==> src/rtl/present80_decrypt.sv <==
// Iterative PRESENT-80 decryptor: derives the last round key with the forward schedule,
// then peels off 31 rounds (one per clock) and holds the plaintext behind valid/ready.
module present80_decrypt (
    input  logic        clk,
    input  logic        rst,
    input  logic        in_valid,
    output logic        in_ready,
    input  logic [63:0] ciphertext,
    input  logic [79:0] key,
    output logic        out_valid,
    input  logic        out_ready,
    output logic [63:0] plaintext,
    output logic        busy
);

    typedef enum logic [1:0] {
        IDLE   = 2'd0,
        KEYFWD = 2'd1,
        DEC    = 2'd2,
        DONE   = 2'd3
    } fsm_t;

    fsm_t        fsm_r;
    logic [63:0] state_r;
    logic [79:0] kreg_r;
    logic [4:0]  rc_r;
    logic        in_ready_r;
    logic        out_valid_r;
    logic        busy_r;

    logic [63:0] dec_state_s;
    logic [79:0] kfwd_s;
    logic [79:0] kinv_s;

    function automatic logic [3:0] sbox(input logic [3:0] x);
        logic [3:0] y;
        case (x)
            4'h0:    y = 4'hC;
            4'h1:    y = 4'h5;
            4'h2:    y = 4'h6;
            4'h3:    y = 4'hB;
            4'h4:    y = 4'h9;
            4'h5:    y = 4'h0;
            4'h6:    y = 4'hA;
            4'h7:    y = 4'hD;
            4'h8:    y = 4'h3;
            4'h9:    y = 4'hE;
            4'hA:    y = 4'hF;
            4'hB:    y = 4'h8;
            4'hC:    y = 4'h4;
            4'hD:    y = 4'h7;
            4'hE:    y = 4'h1;
            4'hF:    y = 4'h2;
            default: y = 4'h0;
        endcase
        return y;
    endfunction

    function automatic logic [3:0] sbox_inv(input logic [3:0] x);
        logic [3:0] y;
        case (x)
            4'h0:    y = 4'h5;
            4'h1:    y = 4'hE;
            4'h2:    y = 4'hF;
            4'h3:    y = 4'h8;
            4'h4:    y = 4'hC;
            4'h5:    y = 4'h1;
            4'h6:    y = 4'h2;
            4'h7:    y = 4'hD;
            4'h8:    y = 4'hB;
            4'h9:    y = 4'h4;
            4'hA:    y = 4'h6;
            4'hB:    y = 4'h3;
            4'hC:    y = 4'h0;
            4'hD:    y = 4'h7;
            4'hE:    y = 4'h9;
            4'hF:    y = 4'hA;
            default: y = 4'h0;
        endcase
        return y;
    endfunction

    // Forward pLayer sends bit i to (16*i) mod 63, so the inverse gathers from there.
    function automatic logic [63:0] inv_player(input logic [63:0] x);
        logic [63:0] y;
        logic [5:0]  src;
        y = 64'd0;
        for (int i = 0; i < 63; i++) begin
            src  = 6'((16 * i) % 63);
            y[i] = x[src];
        end
        y[63] = x[63];
        return y;
    endfunction

    function automatic logic [63:0] inv_slayer(input logic [63:0] x);
        logic [63:0] y;
        y = 64'd0;
        for (int j = 0; j < 16; j++) begin
            y[4*j +: 4] = sbox_inv(x[4*j +: 4]);
        end
        return y;
    endfunction

    function automatic logic [79:0] fwd_update(input logic [79:0] k, input logic [4:0] c);
        logic [79:0] t;
        t          = {k[18:0], k[79:19]};
        t[79:76]   = sbox(t[79:76]);
        t[19:15]   = t[19:15] ^ c;
        return t;
    endfunction

    // Exact inverse of fwd_update for the same counter value.
    function automatic logic [79:0] inv_update(input logic [79:0] k, input logic [4:0] c);
        logic [79:0] t;
        t          = k;
        t[19:15]   = t[19:15] ^ c;
        t[79:76]   = sbox_inv(t[79:76]);
        t          = {t[60:0], t[79:61]};
        return t;
    endfunction

    assign dec_state_s = inv_slayer(inv_player(state_r ^ kreg_r[79:16]));
    assign kfwd_s      = fwd_update(kreg_r, rc_r);
    assign kinv_s      = inv_update(kreg_r, rc_r);

    // Control FSM plus datapath registers; handshake flags are registered alongside the state.
    always_ff @(posedge clk) begin
        if (rst) begin
            fsm_r       <= IDLE;
            state_r     <= 64'd0;
            kreg_r      <= 80'd0;
            rc_r        <= 5'd0;
            in_ready_r  <= 1'b1;
            out_valid_r <= 1'b0;
            busy_r      <= 1'b0;
        end else begin
            case (fsm_r)
                IDLE: begin
                    if (in_valid) begin
                        state_r    <= ciphertext;
                        kreg_r     <= key;
                        rc_r       <= 5'd1;
                        fsm_r      <= KEYFWD;
                        in_ready_r <= 1'b0;
                        busy_r     <= 1'b1;
                    end
                end
                KEYFWD: begin
                    kreg_r <= kfwd_s;
                    if (rc_r == 5'd31) begin
                        fsm_r <= DEC;
                    end else begin
                        rc_r <= rc_r + 5'd1;
                    end
                end
                DEC: begin
                    state_r <= dec_state_s;
                    kreg_r  <= kinv_s;
                    if (rc_r == 5'd1) begin
                        fsm_r       <= DONE;
                        out_valid_r <= 1'b1;
                    end else begin
                        rc_r <= rc_r - 5'd1;
                    end
                end
                DONE: begin
                    if (out_ready) begin
                        fsm_r       <= IDLE;
                        out_valid_r <= 1'b0;
                        in_ready_r  <= 1'b1;
                        busy_r      <= 1'b0;
                    end
                end
                default: begin
                    fsm_r       <= IDLE;
                    state_r     <= 64'd0;
                    kreg_r      <= 80'd0;
                    rc_r        <= 5'd0;
                    in_ready_r  <= 1'b1;
                    out_valid_r <= 1'b0;
                    busy_r      <= 1'b0;
                end
            endcase
        end
    end

    assign in_ready  = in_ready_r;
    assign out_valid = out_valid_r;
    assign busy      = busy_r;
    // Final whitening with K1 is folded into the output path.
    assign plaintext = state_r ^ kreg_r[79:16];

endmodule
==> config.mk <==
export PLATFORM = sky130hd
export DESIGN_NAME = present80_decrypt
export DESIGN_NICKNAME = d
export VERILOG_FILES = /design/src/rtl/present80_decrypt.sv
export SDC_FILE = /design/constraint.sdc
export NUM_CORES = 1
export LEC_CHECK = 0
export ABC_CLOCK_PERIOD_IN_PS = 4100
export BUFFER_PORTS_ARGS = -buffer_cell sky130_fd_sc_hd__buf_2
export CORE_ASPECT_RATIO = 1.1
export CORE_MARGIN = 10
export CORE_UTILIZATION = 45
export CTS_BUF_LIST = sky130_fd_sc_hd__clkbuf_4 sky130_fd_sc_hd__clkbuf_8
export CTS_CLUSTER_SIZE = 25
export DETAILED_ROUTE_END_ITERATION = 8
export GPL_ROUTABILITY_DRIVEN = 1
export MAX_ROUTING_LAYER = met4
export PLACE_DENSITY = 0.74
export RECOVER_POWER = 25
export SLEW_MARGIN = 5
export SYNTH_ARGS = -nofsm -noshare
export SYNTH_HDL_FRONTEND = slang
export SYNTH_SLANG_ARGS = --single-unit
==> constraint.sdc <==
create_clock -name clk -period 4.1 [get_ports clk]
set_clock_uncertainty 0.05 [all_clocks]
set_input_delay 0 -clock clk [delete_from_list [all_inputs] [get_ports clk]]
set_output_delay 0 -clock clk [all_outputs]
set_load 0.02 [all_outputs]
* After elaboration in Yosys (flattened, before gate mapping)
Memories as Yosys holds them, arrays and structs flattened. A register that Yosys moved wholly into a read port is not among the register bits.
Cells that the tools add are included.
** Storage, ports and cells
- Logic and storage cells :: 77
- Input port bits :: 148
- Flip-flop bits (word level) :: 154
- Bits in writable memories :: 0
- Bits in latches :: 0
- Memories :: 18
- Memory bits (read-only) :: 1152
** Memory list
- (name not given) :: depth 16, bits a word 4, read ports 1, clocked after memory_dff 1, write ports 0, line 61 : case (x)
- (name not given) :: depth 16, bits a word 4, read ports 1, clocked after memory_dff 1, write ports 0, line 37 : case (x)
- (name not given) :: depth 16, bits a word 4, read ports 1, clocked after memory_dff 0, write ports 0, line 61
- (name not given) :: depth 16, bits a word 4, read ports 1, clocked after memory_dff 0, write ports 0, line 61
- (name not given) :: depth 16, bits a word 4, read ports 1, clocked after memory_dff 0, write ports 0, line 61
- (name not given) :: depth 16, bits a word 4, read ports 1, clocked after memory_dff 0, write ports 0, line 61
- 12 more memories
** Operators by class
- Equal/unequal tests :: 11
- Shift operators :: 0
- Divide/modulo/power cells :: 0
- $mul :: 0
- Bitwise gates (word level) :: 3
- $add $sub $neg :: 2
- Muxes and demuxes :: 25
- Order comparisons :: 0
- Reductions and logical operators :: 11
** Operators with widths (count)
- 80-bit one-hot mux with 3 select lines :: 1
- 64-bit one-hot mux with 2 select lines :: 1
- 80-bit 2-to-1 mux :: 1
- 64-bit 2-to-1 mux :: 1
- 64-bit XOR :: 1
- 4-bit 2-to-1 mux :: 4
- 5-bit 2-to-1 mux :: 3
- 5-bit one-hot mux with 3 select lines :: 1
- 2-bit inequality test, second input constant :: 6
- 5-bit XOR :: 2
- 2-bit 2-to-1 mux :: 4
- 2-bit one-hot mux with 4 select lines :: 1
- 4-bit AND reduction :: 2
- 1-bit one-hot mux with 2 select lines :: 3
- 3-bit AND reduction :: 2
- 2-bit nonzero test :: 3
- 5-bit by 1-bit adder with 5-bit output, second input constant :: 1
- 5-bit by 1-bit == test with 1-bit output, second input constant :: 1
- 5-bit == test, second input constant :: 1
- 1-bit 2-to-1 mux :: 5
- 5-bit by 1-bit subtractor with 5-bit output, second input constant :: 1
- 2-bit == test, second input constant :: 2
- 2-bit AND reduction :: 2
- 3-bit nonzero test :: 1
- 2 further kinds :: 2

* Longest topological paths before layout
- Depth in word-level cells :: 5
- Mapped depth :: 15
- Gate-level depth less buffers :: 13

* Worst setup path before layout
Ideal clock, no wire load.
- Kind :: reg2reg
- Start point :: reg fsm_r[0]
- End point :: reg, netlist name kfwd_s[76]
- Data required time :: 3.933 ns
- Clock period less this slack :: 2.826 ns
- Buffers on the path :: 3
- Data arrival time :: 2.659 ns
- Cell stages (with the launch flop) :: 14
- Slack :: 1.274 ns
- Cell sequence :: dfxtp_1 -> inv_1 -> ha_1 -> buf_2 -> clkbuf_1 -> buf_2 -> nor2_1 -> nor2_1 -> a22oi_1 -> nor2_1 -> inv_1 -> ha_1 -> or3_1 -> a32o_1
** Between the ends
- Word-level cells in the longest chain between the ends :: 5
** RTL lines
- start, declared :: line 23 : fsm_t fsm_r;
- start signal, assigned :: line 130 : fsm_r <= IDLE;
- start signal, assigned :: line 144 : fsm_r <= KEYFWD;
- start signal, assigned :: line 152 : fsm_r <= DEC;
- 2-bit == test (tied with other cells) :: line 138 : case (fsm_r)
- 3-bit nonzero test (no source line) or 2-bit inequality test (tied branches)
- 2-bit AND reduction (no source line)
- 4-bit 2-to-1 mux (no source line) * (2 in series)
Mark *: on every way between the ends. The rest lies on a longest branch, timed or not.
A chain may end at the register's enable or synchronous reset.

* Final worst setup path
- Start point :: reg fsm_r[0]
- End point :: reg, netlist name kinv_s[16]
** Between the ends
- Word-level cells in the longest chain between the ends :: 5
** RTL lines (line)
- 2-bit == test (tied with other cells) :: 138
- 3-bit nonzero test (no source line) or 2-bit inequality test (tied branches)
- 2-bit AND reduction (no source line)
- 4-bit 2-to-1 mux (no source line) * (2 in series)
Marks and branches as above.

==> results.md <==
- In the synthesized netlist, the cells that appear most often are sky130_fd_sc_hd__dfxtp_1 (162), sky130_fd_sc_hd__a21oi_1 (159), sky130_fd_sc_hd__nor2_1 (156), sky130_fd_sc_hd__nand2_1 (148), sky130_fd_sc_hd__ha_1 (116).
- STA puts the critical path data arrival time at 3630 ps.
- The register bit total from synthesis is 162.
- In this run the horizontal extent of the chip is 174 µm.
- Once detailed placement completed, the half-perimeter wirelength came to 30,800 µm.
- After detailed routing, the number of vias per cell comes to 5.83.
- The first global-routing pass estimated 65,300 µm of wire.
- The total detailed-routing wirelength is 42,700 µm.
- The initial detailed-routing violation count is 1,488.
- 0 antenna diodes ended up in the layout.
- Among all flip-flop cells after synthesis, the most frequent one is sky130_fd_sc_hd__dfxtp_1.
- The largest fanout on the critical path is 73.
- The count of standard-cell rows is 61.
- The final count of negative-setup-slack endpoints is 0.
- The worst stage delay on the critical path is 800 ps.
- The slowest stage of the critical path is the sky130_fd_sc_hd__mux2i_1 cell.
- The clock period minus final worst setup slack is 3330 ps.
- After clock tree synthesis, the clock-pin slew on the worst setup and hold paths is 90 ps.
- The count of unique library cells instantiated by Yosys is 56.
- In the routed design, unresolved DRC markers number 0.
- The most used cell along the critical path is sky130_fd_sc_hd__nor2_1.
- Of the post-synthesis cell area, the dominant cell type holds 27.8%.
- The path category of the worst min-delay check is in -> reg.
- The routability congestion estimate is 0.976.
- The total of warnings raised by yosys is 0.
- In this run, synthesis inferred 0 flip-flops with an integrated enable.
- The first detailed-routing pass took 7 iterations.
- The final critical-path share of the clock period is 81.2%.
- The final design area excluding fillers is 0.0146 mm².
- For this run, the register share of the synthesized area comes to 27.8%.
- Max-cap violations in this run came to 0.
- The number of nets still failing antenna checks after routing is 0.
- Yosys instantiated no cell more often than sky130_fd_sc_hd__dfxtp_1.
- For the pin with the worst max-slew slack, the measured transition is 1170 ps.
- Clock latency on the worst-skew pair, taken at its later pin, is 480 ps.
- The via count of the first global-routing pass came to 11,500.
- Dividing the detail-routed wire length by the instance count gives 20.3 µm.
- The summed instance area of the synthesized netlist is 0.0117 mm².
- The run finished, with violations left.
- For this run, the top clock speed supported by timing is 0.300 GHz.
- TritonCTS built the clock tree.
- The post-layout net count is 2,016.
- The proportion of layout cells with a drive suffix above 1 is 13.5%.
- The classification of the worst setup path is reg -> reg.
- The largest net degree at the start of global routing is 105.
- The final max-slew violation count is 0.
- The critical path required time is 4400 ps.
- After technology mapping, the gate count stands at 1,471.
- The initial utilization of the core area, before any placement, comes to 46.0%.
- The total negative slack is 0 ps.
- The tightest hold margin is -1.09 ps.
- The vias after detailed routing is 12,300.
- Setup repair after global routing left no endpoint under its margin.
- The endpoint kind of the worst setup timing path is a flop.
- The area growth from synthesis to layout is 25.2%.
- Port buffering added 214 buffers.
- The area of the core is 0.0254 mm².
- After clock tree synthesis, the repair step resized 0 gates.
- The count of buffering cells on the critical path with inverters included is 2.
- The post-synthesis cell type with the largest combined area is sky130_fd_sc_hd__dfxtp_1.
- Global routing used 25.5% of the available tracks.
- Grouping stages by cell kind, the critical path spends the most delay in multiplexers.
- The number of buffers inserted to repair setup after CTS is 0.
- The checks that failed: negative hold slack.
- The clock passes through at most 2 buffers.
- Once layout is complete, the utilization of the core stands at 57.5%.
- A synthesized cell averages 7.94 µm².
- Buffers inserted during clock tree synthesis total 17.
- The TritonCTS sink count is 162.
- By area the synthesized netlist is led by sky130_fd_sc_hd__dfxtp_1 (28%), sky130_fd_sc_hd__ha_1 (12%), sky130_fd_sc_hd__a21oi_1 (6.8%).
- In this run the number of H-tree levels came out at 4.
- The total cell area at the placement stage is 0.0129 mm².
- The cell sitting at the root of the clock tree is a sky130_fd_sc_hd__clkbuf_8.
- The count of final hold-check violations was 1.
- The floorplan step defined a die boundary enclosing 0.0328 mm².
- The floorplan step set the die height to 189 µm.
- The I/O pin total is 215.
- Counting flops with an async set or reset pin after synthesis yields a share of 0%.
- In this run the tightest slew margin relative to its limit is 21.6%.
- Traced cell by cell, the critical path runs through inv_1 -> ha_1 -> buf_4 -> nor2_1 -> a21oi_1 -> mux2i_1 -> nor2_1 -> a2111oi_0 -> a311oi_1.
- For this run the aggregate overflow at the end of global routing stands at 0.
- The worst setup path is launched from a flop.
- When the netlist entered floorplanning its net count stood at 1,735.
- The initial antenna violation count was 0.
cell type report:
type                       instances  area, µm²
clock buffer                      22        284
tap                              346        433
fill                            2279      10800
inverter                          81        304
clock inverter                     6        155
sequential                       162       3240
timing repair buffer             362       2470
multi-input combinational       1128       7730
worst min-delay path, stage by stage:
cell and delay [ps]:
sky130_fd_sc_hd__buf_2 100, sky130_fd_sc_hd__nor2_1 180, sky130_fd_sc_hd__or3_1 140, sky130_fd_sc_hd__a21oi_1 50
routing by layer:
layer	up-vias	share of wire [%]	track usage (%)
li1	5809	-	-
met1	5800	42	32.1
met2	591	46	40.5
met3	90	7.4	3.70
met4	0	4.0	10.5
met5	-	0	-
flip-flops by register name (all words and copies together), names as in the netlist:
name       cells
kreg_r        80
state_r       64
rc_r           5
kfwd_s         4
kinv_s         4
fsm_r          2
busy           1
in_ready       1
out_valid      1
per-stage QoR:
step / std cells / hold WS, ps / setup slack, ps
3_5_place_dp: 1943 / 201 / 1000
3_3_place_gp: 1943 / 194 / 1110
4_1_cts: 2107 / 5.78 / 1010
6_report: 2107 / -1.09 / 769
5_1_grt: 2107 / 12.5 / 506
2_1_floorplan: 1471 / 88.7 / 1270
kinds of logic (layout without fill, tap and decap cells):
logic type	count (synthesis)	count (layout)	share of synthesized area [%]
flops	162	162	27.8
compound gates	470	470	26.6
simple gates	432	432	16.3
mux	28	28	4.38
buf+inv	181	471	6.26
xor+xnor	82	82	6.21
fa+ha+maj	116	116	12.4
cells in the final DEF (no fill, tap or decap), drive strengths merged, types with 9 or more instances in the layout:
| cell | netlist | routed |
|---|---|---|
| a31oi | 9 | 9 |
| a21oi | 161 | 161 |
| a21o | 36 | 36 |
| nor3 | 23 | 23 |
| mux4 | 18 | 18 |
| nand3 | 15 | 15 |
| xor2 | 39 | 39 |
| o21ai | 70 | 70 |
| dfxtp | 162 | 162 |
| dlygate4sd3 | 0 | 136 |
| a221oi | 75 | 75 |
| or3 | 68 | 68 |
| a211oi | 35 | 35 |
| nand2 | 148 | 148 |
| inv | 81 | 81 |
| xnor2 | 43 | 43 |
| o211ai | 47 | 47 |
| clkbuf | 70 | 77 |
| nor2 | 156 | 156 |
| buf | 30 | 171 |
| ha | 116 | 116 |
worst paths after layout:
check                                               from                       end  slack [ps]  cells past startpoint
worst min register to register  state_r[27]$_SDFFE_PP0P_  state_r[27]$_SDFFE_PP0P_         420                      2
worst max-delay path               fsm_r[0]$_SDFFE_PP0P_        kinv_s[16]$_DFF_P_         770                      9
worst max register to register     fsm_r[0]$_SDFFE_PP0P_        kinv_s[16]$_DFF_P_         770                      9
worst min-delay path                             key[30]   kreg_r[30]$_SDFFE_PP0N_          -1                      4
timing repair:
item | 4_1_cts | 5_1_grt
setup endpoints to repair | 0 | 0
endpoints found under the hold margin | 139 | 0
hold buffers | 136 | 0
Power is not shown: default switching activity piles up to over one toggle a cycle in this logic, so the estimate is an artifact.
